`config.mk`:
```
export PLATFORM = sky130hd
export DESIGN_NAME = pwm_capture
export DESIGN_NICKNAME = d
export VERILOG_FILES = /design/src/rtl/pwm_pkg.sv /design/src/rtl/pwm_in_cond.sv /design/src/rtl/pwm_capture.sv
export SDC_FILE = /design/constraint.sdc
export NUM_CORES = 1
export LEC_CHECK = 0
export BUFFER_PORTS_ARGS = -buffer_cell sky130_fd_sc_hd__buf_2
export CAP_MARGIN = 5
export CORE_MARGIN = 4
export CORE_UTILIZATION = 50
export CTS_BUF_LIST = sky130_fd_sc_hd__clkbuf_4
export DETAILED_ROUTE_END_ITERATION = 10
export PLACE_DENSITY = 0.67
export SETUP_SLACK_MARGIN = 0.3
export SYNTH_ARGS = -nofsm -noshare
export SYNTH_HDL_FRONTEND = slang
export SYNTH_SLANG_ARGS = --single-unit
```
`constraint.sdc`:
```
create_clock -name clk -period 2.45 [get_ports clk]
set_clock_uncertainty 0.1 [all_clocks]
set_input_delay 0.245 -clock clk [delete_from_list [all_inputs] [get_ports clk]]
set_output_delay 0.245 -clock clk [all_outputs]
set_load 0.01 [all_outputs]
```
`src/rtl/pwm_pkg.sv`:
```
// Shared types and constants for the PWM capture block.
package pwm_pkg;

    // Measurement FSM states
    typedef enum logic [1:0] {
        S_IDLE = 2'd0,
        S_HIGH = 2'd1,
        S_LOW  = 2'd2
    } state_e;

    localparam int CNT_W_DEF       = 16;
    localparam int SYNC_STAGES_DEF = 2;
    localparam int FILT_LEN_DEF    = 3;

    // Largest count a w-bit counter can hold; reaching it without an edge is a timeout
    function automatic int unsigned cnt_sat(input int unsigned w);
        return (32'd1 << w) - 32'd1;
    endfunction

endpackage

```
`src/rtl/pwm_in_cond.sv`:
```
// Input conditioning for pwm_capture: synchronizer, optional deglitch filter,
// and edge detection against a registered copy of the conditioned level.
// Optional filter enabled by defining PWM_CAP_FILTER_EN.
module pwm_in_cond #(
    parameter int SYNC_STAGES = 2,
    parameter int FILT_LEN    = 3
) (
    input  logic clk,
    input  logic rst,
    input  logic i_pwm,
    output logic o_rise,
    output logic o_fall
);

    // Illegal configurations leave a marker scope in the hierarchy
    if (SYNC_STAGES < 2 || FILT_LEN < 1) begin : g_bad_params
    end

    logic [SYNC_STAGES-1:0] sync_q;
    logic                   s;
    logic                   lvl;
    logic                   s_d1_q;

    // Metastability synchronizer on the asynchronous input
    always_ff @(posedge clk or posedge rst) begin
        if (rst) sync_q <= '0;
        else     sync_q <= {sync_q[SYNC_STAGES-2:0], i_pwm};
    end

    assign s = sync_q[SYNC_STAGES-1];

`ifdef PWM_CAP_FILTER_EN
    localparam int FC_W = $clog2(FILT_LEN + 1);

    logic            filt_q;
    logic [FC_W-1:0] run_q;

    // Deglitch: accept a new level only after FILT_LEN consecutive differing samples.
    // The delay is the same for both polarities, so measured widths are preserved.
    always_ff @(posedge clk or posedge rst) begin
        if (rst) begin
            filt_q <= 1'b0;
            run_q  <= '0;
        end else if (s != filt_q) begin
            if (run_q == FC_W'(FILT_LEN - 1)) begin
                filt_q <= s;
                run_q  <= '0;
            end else begin
                run_q <= run_q + FC_W'(1);
            end
        end else begin
            run_q <= '0;
        end
    end

    assign lvl = filt_q;
`else
    assign lvl = s;
`endif

    // Previous conditioned level for edge detection
    always_ff @(posedge clk or posedge rst) begin
        if (rst) s_d1_q <= 1'b0;
        else     s_d1_q <= lvl;
    end

    assign o_rise = lvl & ~s_d1_q;
    assign o_fall = ~lvl & s_d1_q;

endmodule

```
`src/rtl/pwm_capture.sv`:
```
// PWM capture: measures high time and period (rising edge to rising edge) of
// an asynchronous PWM input in clk cycles, one registered result per period.
// Optional input deglitch filter enabled by defining PWM_CAP_FILTER_EN.
module pwm_capture
    import pwm_pkg::*;
#(
    parameter int CNT_W       = CNT_W_DEF,
    parameter int SYNC_STAGES = SYNC_STAGES_DEF,
    parameter int FILT_LEN    = FILT_LEN_DEF
) (
    input  logic             clk,
    input  logic             rst,
    input  logic             i_pwm,
    output logic [CNT_W-1:0] o_high_cnt,
    output logic [CNT_W-1:0] o_period_cnt,
    output logic             o_valid,
    output logic             o_timeout,
    output logic             o_busy
);

    localparam logic [CNT_W-1:0] SAT = CNT_W'(cnt_sat(CNT_W));

    logic rise, fall, sat;
    state_e           state_q, state_d;
    logic [CNT_W-1:0] cnt_q, cnt_d, cnt_inc;
    logic [CNT_W-1:0] hi_lat_q, hi_lat_d;
    logic [CNT_W-1:0] high_q, high_d;
    logic [CNT_W-1:0] per_q, per_d;
    logic             valid_q, valid_d;
    logic             tmo_q, tmo_d;

    pwm_in_cond #(
        .SYNC_STAGES (SYNC_STAGES),
        .FILT_LEN    (FILT_LEN)
    ) u_in_cond (
        .clk    (clk),
        .rst    (rst),
        .i_pwm  (i_pwm),
        .o_rise (rise),
        .o_fall (fall)
    );

    assign sat     = (cnt_q == SAT);
    // Hold at saturation so a fall taken on the last count still times out in S_LOW
    assign cnt_inc = sat ? SAT : cnt_q + CNT_W'(1);

    // State, counters and result registers
    always_ff @(posedge clk or posedge rst) begin
        if (rst) begin
            state_q  <= S_IDLE;
            cnt_q    <= '0;
            hi_lat_q <= '0;
            high_q   <= '0;
            per_q    <= '0;
            valid_q  <= 1'b0;
            tmo_q    <= 1'b0;
        end else begin
            state_q  <= state_d;
            cnt_q    <= cnt_d;
            hi_lat_q <= hi_lat_d;
            high_q   <= high_d;
            per_q    <= per_d;
            valid_q  <= valid_d;
            tmo_q    <= tmo_d;
        end
    end

    // Next state: edges take priority over saturation
    always_comb begin
        state_d = state_q;
        unique case (state_q)
            S_IDLE: if (rise) state_d = S_HIGH;
            S_HIGH: if (fall) state_d = S_LOW;
                    else if (sat) state_d = S_IDLE;
            S_LOW:  if (rise) state_d = S_HIGH;
                    else if (sat) state_d = S_IDLE;
            default: state_d = S_IDLE;
        endcase
    end

    // Counter, latches and result updates for the current state
    always_comb begin
        cnt_d    = cnt_q;
        hi_lat_d = hi_lat_q;
        high_d   = high_q;
        per_d    = per_q;
        valid_d  = 1'b0;
        tmo_d    = tmo_q;
        unique case (state_q)
            S_IDLE: cnt_d = rise ? CNT_W'(1) : '0;
            S_HIGH: begin
                if (fall) begin
                    hi_lat_d = cnt_q;
                    cnt_d    = cnt_inc;
                end else if (sat) begin
                    tmo_d = 1'b1;
                    cnt_d = '0;
                end else begin
                    cnt_d = cnt_inc;
                end
            end
            S_LOW: begin
                if (rise) begin
                    per_d   = cnt_q;
                    high_d  = hi_lat_q;
                    valid_d = 1'b1;
                    tmo_d   = 1'b0;
                    cnt_d   = CNT_W'(1);
                end else if (sat) begin
                    tmo_d = 1'b1;
                    cnt_d = '0;
                end else begin
                    cnt_d = cnt_inc;
                end
            end
            default: cnt_d = '0;
        endcase
    end

    assign o_high_cnt   = high_q;
    assign o_period_cnt = per_q;
    assign o_valid      = valid_q;
    assign o_timeout    = tmo_q;
    assign o_busy       = (state_q != S_IDLE);

endmodule

```
==> results of run 1 <==
==> worst max-delay path, stage by stage, from the launching register on <==
cell     delay (ps)
dfrtp_1         440
ha_1            270
nand3_1         200
nor4_4          300
or2_2           330
o21ai_2          90
==> worst max path at each step <==
stage	from	endpoint	slack [ps]	depth (start not counted)
after global routing	cnt_q[0]	cnt_q[9]	440	5
final	cnt_q[0]	cnt_q[5]	600	5
after detailed placement	cnt_q[0]	cnt_q[4]	450	5
after floorplan	rst	cnt_q[0]	310	1
after CTS	cnt_q[0]	cnt_q[9]	420	5
after global placement	cnt_q[0]	cnt_q[4]	510	5
==> layout make-up <==
cell class              count  share of cell area
flip-flops and latches     71               0.512
multi-input cells         130               0.335
repair buffers             46              0.0779
clock buffers              12              0.0260
well taps                  72              0.0260
clock inverters             4              0.0133
inverters                   9             0.00974
==> what timing repair did <==
action,in CTS,in global routing
buffers inserted,0,0
hold buffers,2,0
endpoints found under the hold margin,25,0
setup endpoints to repair,0,7
gates resized for setup,0,1
==> sequential cells by signal, summed over array words and instances (netlist names) <==
name              cells
state_q               2
cnt_q                16
hi_lat_q             16
o_high_cnt           16
o_period_cnt         16
o_valid               1
o_timeout             1
u_in_cond.s_d1_q      1
u_in_cond.sync_q      2
==> cells in the mapped netlist, types with 2 or more instances <==
library cell  number
mux2_1             4
nand4_1            4
nand3_1            6
xnor2_1            8
mux2_2            43
inv_1              9
nand2_1            6
o21ai_2            9
nand2b_1           3
buf_2              8
nand4_2            2
a21oi_1            6
and3_1             2
xor2_1             4
dfrtp_1           71
o21ai_0            4
nor2_1             3
a21o_1             2
nor3_1             3
a211o_1            2
==> logic make-up after synthesis <==
group | synth area share
flops | 0.591
mux | 0.179
simple gates | 0.0941
compound gates | 0.0666
buf+inv | 0.0296
xor+xnor | 0.0350
fa+ha+maj | 0.00416
==> cells in the final DEF (no fill, tap or decap), drive strengths merged, types with 2 or more instances in the layout <==
cell          n
mux2         47
nand4         7
o21ai        14
nor2          3
xor2          4
a21oi         6
or2           2
a211o         3
and3          3
nand2b        3
clkinv        3
clkbuf       12
nand3         6
dlygate4sd3   2
xnor2         8
inv           9
and4          2
dfrtp        71
buf          44
nor3          4
a21o          2
nor4          2
nand2         6
==> power groups by stage <==
stage / clock (mW) / combinational (mW) / sequential [mW]
after CTS: 0.747 / 0.381 / 1.33
after floorplan: 0 / 0.273 / 1.34
after detailed placement: 0 / 0.376 / 1.36
after global routing: 0.810 / 0.418 / 1.35
final: 0.716 / 0.372 / 1.33
after global placement: 0 / 0.375 / 1.35
==> per-layer routing <==
layer,wire [µm],vias up,global-route usage
li1,-,883,-
met1,2440,920,0.221
met2,2410,26,0.229
met3,192,6,0.0394
met4,80,0,0.0820
met5,0,-,0
==> through the flow <==
step,util,setup slack (ps),cell area [µm²]
global placement,0.584,507,3310
detailed placement,0.584,452,3310
CTS,0.611,419,3470
finish,0.611,602,3470
global route,0.611,444,3470
floorplan,-,308,3010
==> flow_summary.ini, run 1 <==
[critical_path]
worst_setup_path_start_kind = flop
rr_startpoint = cnt_q[0]
rrSetupSlack_ps = 600
r2r-end = cnt_q[5]
critical_path.max_fanout = 9
crit_arrival_ps = 2030
reg2reg_depth = 5
crit_type = flop to flop
cp-end-kind = flop
critPathRequiredTime_ps = 2630

[power_and_ir_drop]
pwr-share-comb = 0.154
irDropWorstVdd_mv = 0.451
p_int_mw = 1.77
p_sw_uw = 652
power.total_mw = 2.42
power_density_nw_per_um2 = 698
p_seq_frac = 0.550
clkPwrFrac = 0.296
swShare = 0.269
p_leak_nw = 1.81

[timing]
timing.final.crit_share = 0.754
setup_viol = 0
finalHoldViolations = 0
fin_hold_ws_ps = 263
slew_viol_final = 0
tightest_slew_ps = 535
fin_crit_ps = 1850
max_freq_mhz = 541
rsz0062_at_grt = no
setup_tns_ps = 0
slew_headroom = 0.643

[outcome]
run_status = finished, final reports clean

[global_routing]
grt.total_usage = 0.158
antenna_found_initial = 0
grt-ovfl-total = 0
grt_max_degree = 48
grt_pass1_vias = 1792
grt_pass1_wl_mm = 8.97

[yosys]
ys_ff_latch = 71
synth_top_area_cell = dfrtp_1
async_flop_share = 1.00
yosysUniqueCellTypes = 41
yosys-top-cells-area = dfrtp_1 (59%), mux2_2 (16%), o21ai_2 (2.6%)
yosys_warnings = 0
synth_seq_area_share = 0.591
synth_edf_count = 0
synth_cells = 220
synthesis.area_um2 = 3010
yosysTopAreaCellShare = 0.591
synthFlopType = dfrtp_1
syn_area_per_cell_um2 = 13.7
synth_nets = 224

[route]
drtIter0Drc = 71
via_per_inst = 5.33
routedWlPerCell_um = 14.9
vias = 1835
first_pass_iters = 3
routed_wl_mm = 5.12
postRouteAntennaNets = 0
drc = 0

[min_path]
hp-class = flop to flop
min_to = u_in_cond.sync_q[1]
holdPathStages = 0
holdCritStartpoint = u_in_cond.sync_q[0]

[cells_and_area]
area.growth.synth_to_final_pct = 15.4
instances_no_fill = 344
multi_input_area_um2 = 1160
n_fill_cell = 478
seqCellArea_um2 = 1780
layout.nets = 271
drive_gt1_frac = 0.449
diodes = 0

[clock_tree]
path_clk_slew_ps = 110
root_buffer = clkbuf_4
cts_htree_levels = 3
cts_buffer_depth = 2
numCtsBuffers = 9
cts_tree = built
clk_latency_ps = 390
cts.sinks = 71

[place]
io_buffers = 37
place_inst = 326
dp_hpwl_mm = 3.63
gp_congestion = 0.828

[flow_run]
maxCapViolCount = 0

[die]
rows = 27
io_pins = 38
core_um2 = 5680
die-area_um2 = 7320
die_x_um = 85.5
die_y_um = 85.5
initial_core_util = 0.530
No activity file was read; power rests on OpenSTA's default activity.
==> inputs of run 2 (changes only) <==
==> constraint.sdc (replaced) <==
create_clock -name clk -period 1.8 [get_ports clk]
set_clock_uncertainty 0.1 [all_clocks]
set_input_delay 0.18 -clock clk [delete_from_list [all_inputs] [get_ports clk]]
set_output_delay 0.18 -clock clk [all_outputs]
set_load 0.01 [all_outputs]
==> run 2 against run 1 <==
Design area rose by 20%. Via count increased by 14%. Routed wire length grew 32%. Global-route usage grew 4.0 points. Largest cell class unchanged. Final cell count up 11%. Largest power group unchanged. Non-clock buffer count is 39 higher.
==> flow_summary.ini, run 2 (synthesis gave the netlist of run 1 again) <==
[critical_path]
critical_path.max_fanout = 14
r2r-end = hi_lat_q[8]
rrSetupSlack_ps = 150
reg2reg_depth = 4
rr_startpoint = state_q[0]
crit_arrival_ps = 1830
critPathRequiredTime_ps = 1980
worst_setup_path_start_kind = flop
cp-end-kind = flop
crit_type = flop to flop

[timing]
tightest_slew_ps = 535
rsz0062_at_grt = yes
slew_headroom = 0.642
max_freq_mhz = 607
setup_viol = 0
finalHoldViolations = 0
setup_tns_ps = 0
slew_viol_final = 0
fin_crit_ps = 1650
timing.final.crit_share = 0.915

[place]
dp_hpwl_mm = 4.26
gp_congestion = 0.825
io_buffers = 37

[clock_tree]
cts_buffer_depth = 2
path_clk_slew_ps = 110
cts.sinks = 71
root_buffer = clkbuf_4
cts_tree = built
numCtsBuffers = 9
cts_htree_levels = 3
clk_latency_ps = 400

[cells_and_area]
multi_input_area_um2 = 1390
seqCellArea_um2 = 1780
n_fill_cell = 383
layout.nets = 310
diodes = 0
final_cell_mix = dfrtp_1 (65), mux2_4 (36), buf_2 (36), buf_4 (26)
area.growth.synth_to_final_pct = 38.6
drive_gt1_frac = 0.598
final_common_cell = dfrtp_1

[power_and_ir_drop]
p_leak_nw = 2.10
power.total_mw = 3.71
irDropWorstVdd_mv = 0.673
power_density_nw_per_um2 = 891

[die]
io_pins = 38
rows = 27
die-area_um2 = 7320
die_x_um = 85.5
core_um2 = 5680
die_y_um = 85.5
initial_core_util = 0.530

[global_routing]
antenna_found_initial = 0
grt-ovfl-total = 0
grt_pass1_wl_mm = 11.1
grt_pass1_vias = 2163
grt_max_degree = 25
grt.total_usage = 0.198

[min_path]
holdCritStartpoint = u_in_cond.sync_q[0]
hp-class = flop to flop
min_to = u_in_cond.sync_q[1]
holdPathStages = 0

[route]
routed_wl_mm = 6.78
vias = 2096
postRouteAntennaNets = 0
drc = 0
routedWlPerCell_um = 17.7
drtIter0Drc = 91
via_per_inst = 5.47
first_pass_iters = 4

[flow_run]
maxCapViolCount = 0

[outcome]
run_status = finished, final reports clean
[run 2: cell count changes in the layout (fill, tap and decap cells not counted), moves of 3 or more]
cell     delta
dfrtp_1     -6
a21oi_2     +5
dfrtp_2     +6
buf_16      +3
a21oi_1     -5
buf_4      +20
mux2_1      -4
buf_12      +4
buf_6      +12
mux2_4     +36
mux2_2     -32
[run 2: what timing repair did]
action                                  4_1_cts  5_1_grt
endpoints found under the hold margin        21        0
endpoints found under the setup margin       67       68
setup buffers                                12        5
gates resized for setup                      48       22
hold buffers                                  2        0
pin swaps                                     3        6
gates cloned                                  3        0
[run 2: how the worst max path moves through the flow]
stage	startpoint	slack [ps]	to	depth (start not counted)
after global placement	state_q[0]	150	o_high_cnt[8]	4
after floorplan	state_q[0]	190	o_high_cnt[0]	4
final	state_q[0]	150	hi_lat_q[8]	4
after global routing	u_in_cond.sync_q[1]	90	o_period_cnt[8]	6
after CTS	state_q[0]	160	hi_lat_q[8]	4
after detailed placement	state_q[0]	110	o_high_cnt[8]	4
[run 2: layout make-up]
| type | instances | share of cell area |
|---|---|---|
| inverters | 9 | 0.00901 |
| well taps | 72 | 0.0216 |
| clock buffers | 12 | 0.0216 |
| clock inverters | 4 | 0.0111 |
| multi-input cells | 130 | 0.334 |
| flip-flops and latches | 71 | 0.428 |
| repair buffers | 85 | 0.175 |
[run 2: worst max-delay path: stages, from the launching register on]
cell and delay, ps:
dfrtp_1 390, buf_6 120, nor4bb_4 330, buf_6 240, mux2_2 360
[run 2: stage by stage]
step	cell area, µm²	utilization	cells	hold slack (ps)	setup WS, ps
floorplan	3100	-	220	111	187
global placement	3530	0.622	345	158	151
detailed placement	3530	0.622	345	159	113
CTS	4060	0.715	378	258	158
global route	4170	0.734	383	262	90.7
finish	4170	0.734	383	245	154
[run 2: where the power goes]
part | leakage, nW | internal (mW) | switching (mW)
logic | 1.06 | 0.498 | 0.421
registers | 0.967 | 1.71 | 0.0956
clock network | 0.0750 | 0.465 | 0.523
total | 2.10 | 2.67 | 1.04
[run 2: layer usage]
metal  wire length, µm  track usage
met2              3290        0.308
met5                 0            0
met3               230       0.0394
met4               139       0.0878
met1              3120        0.271
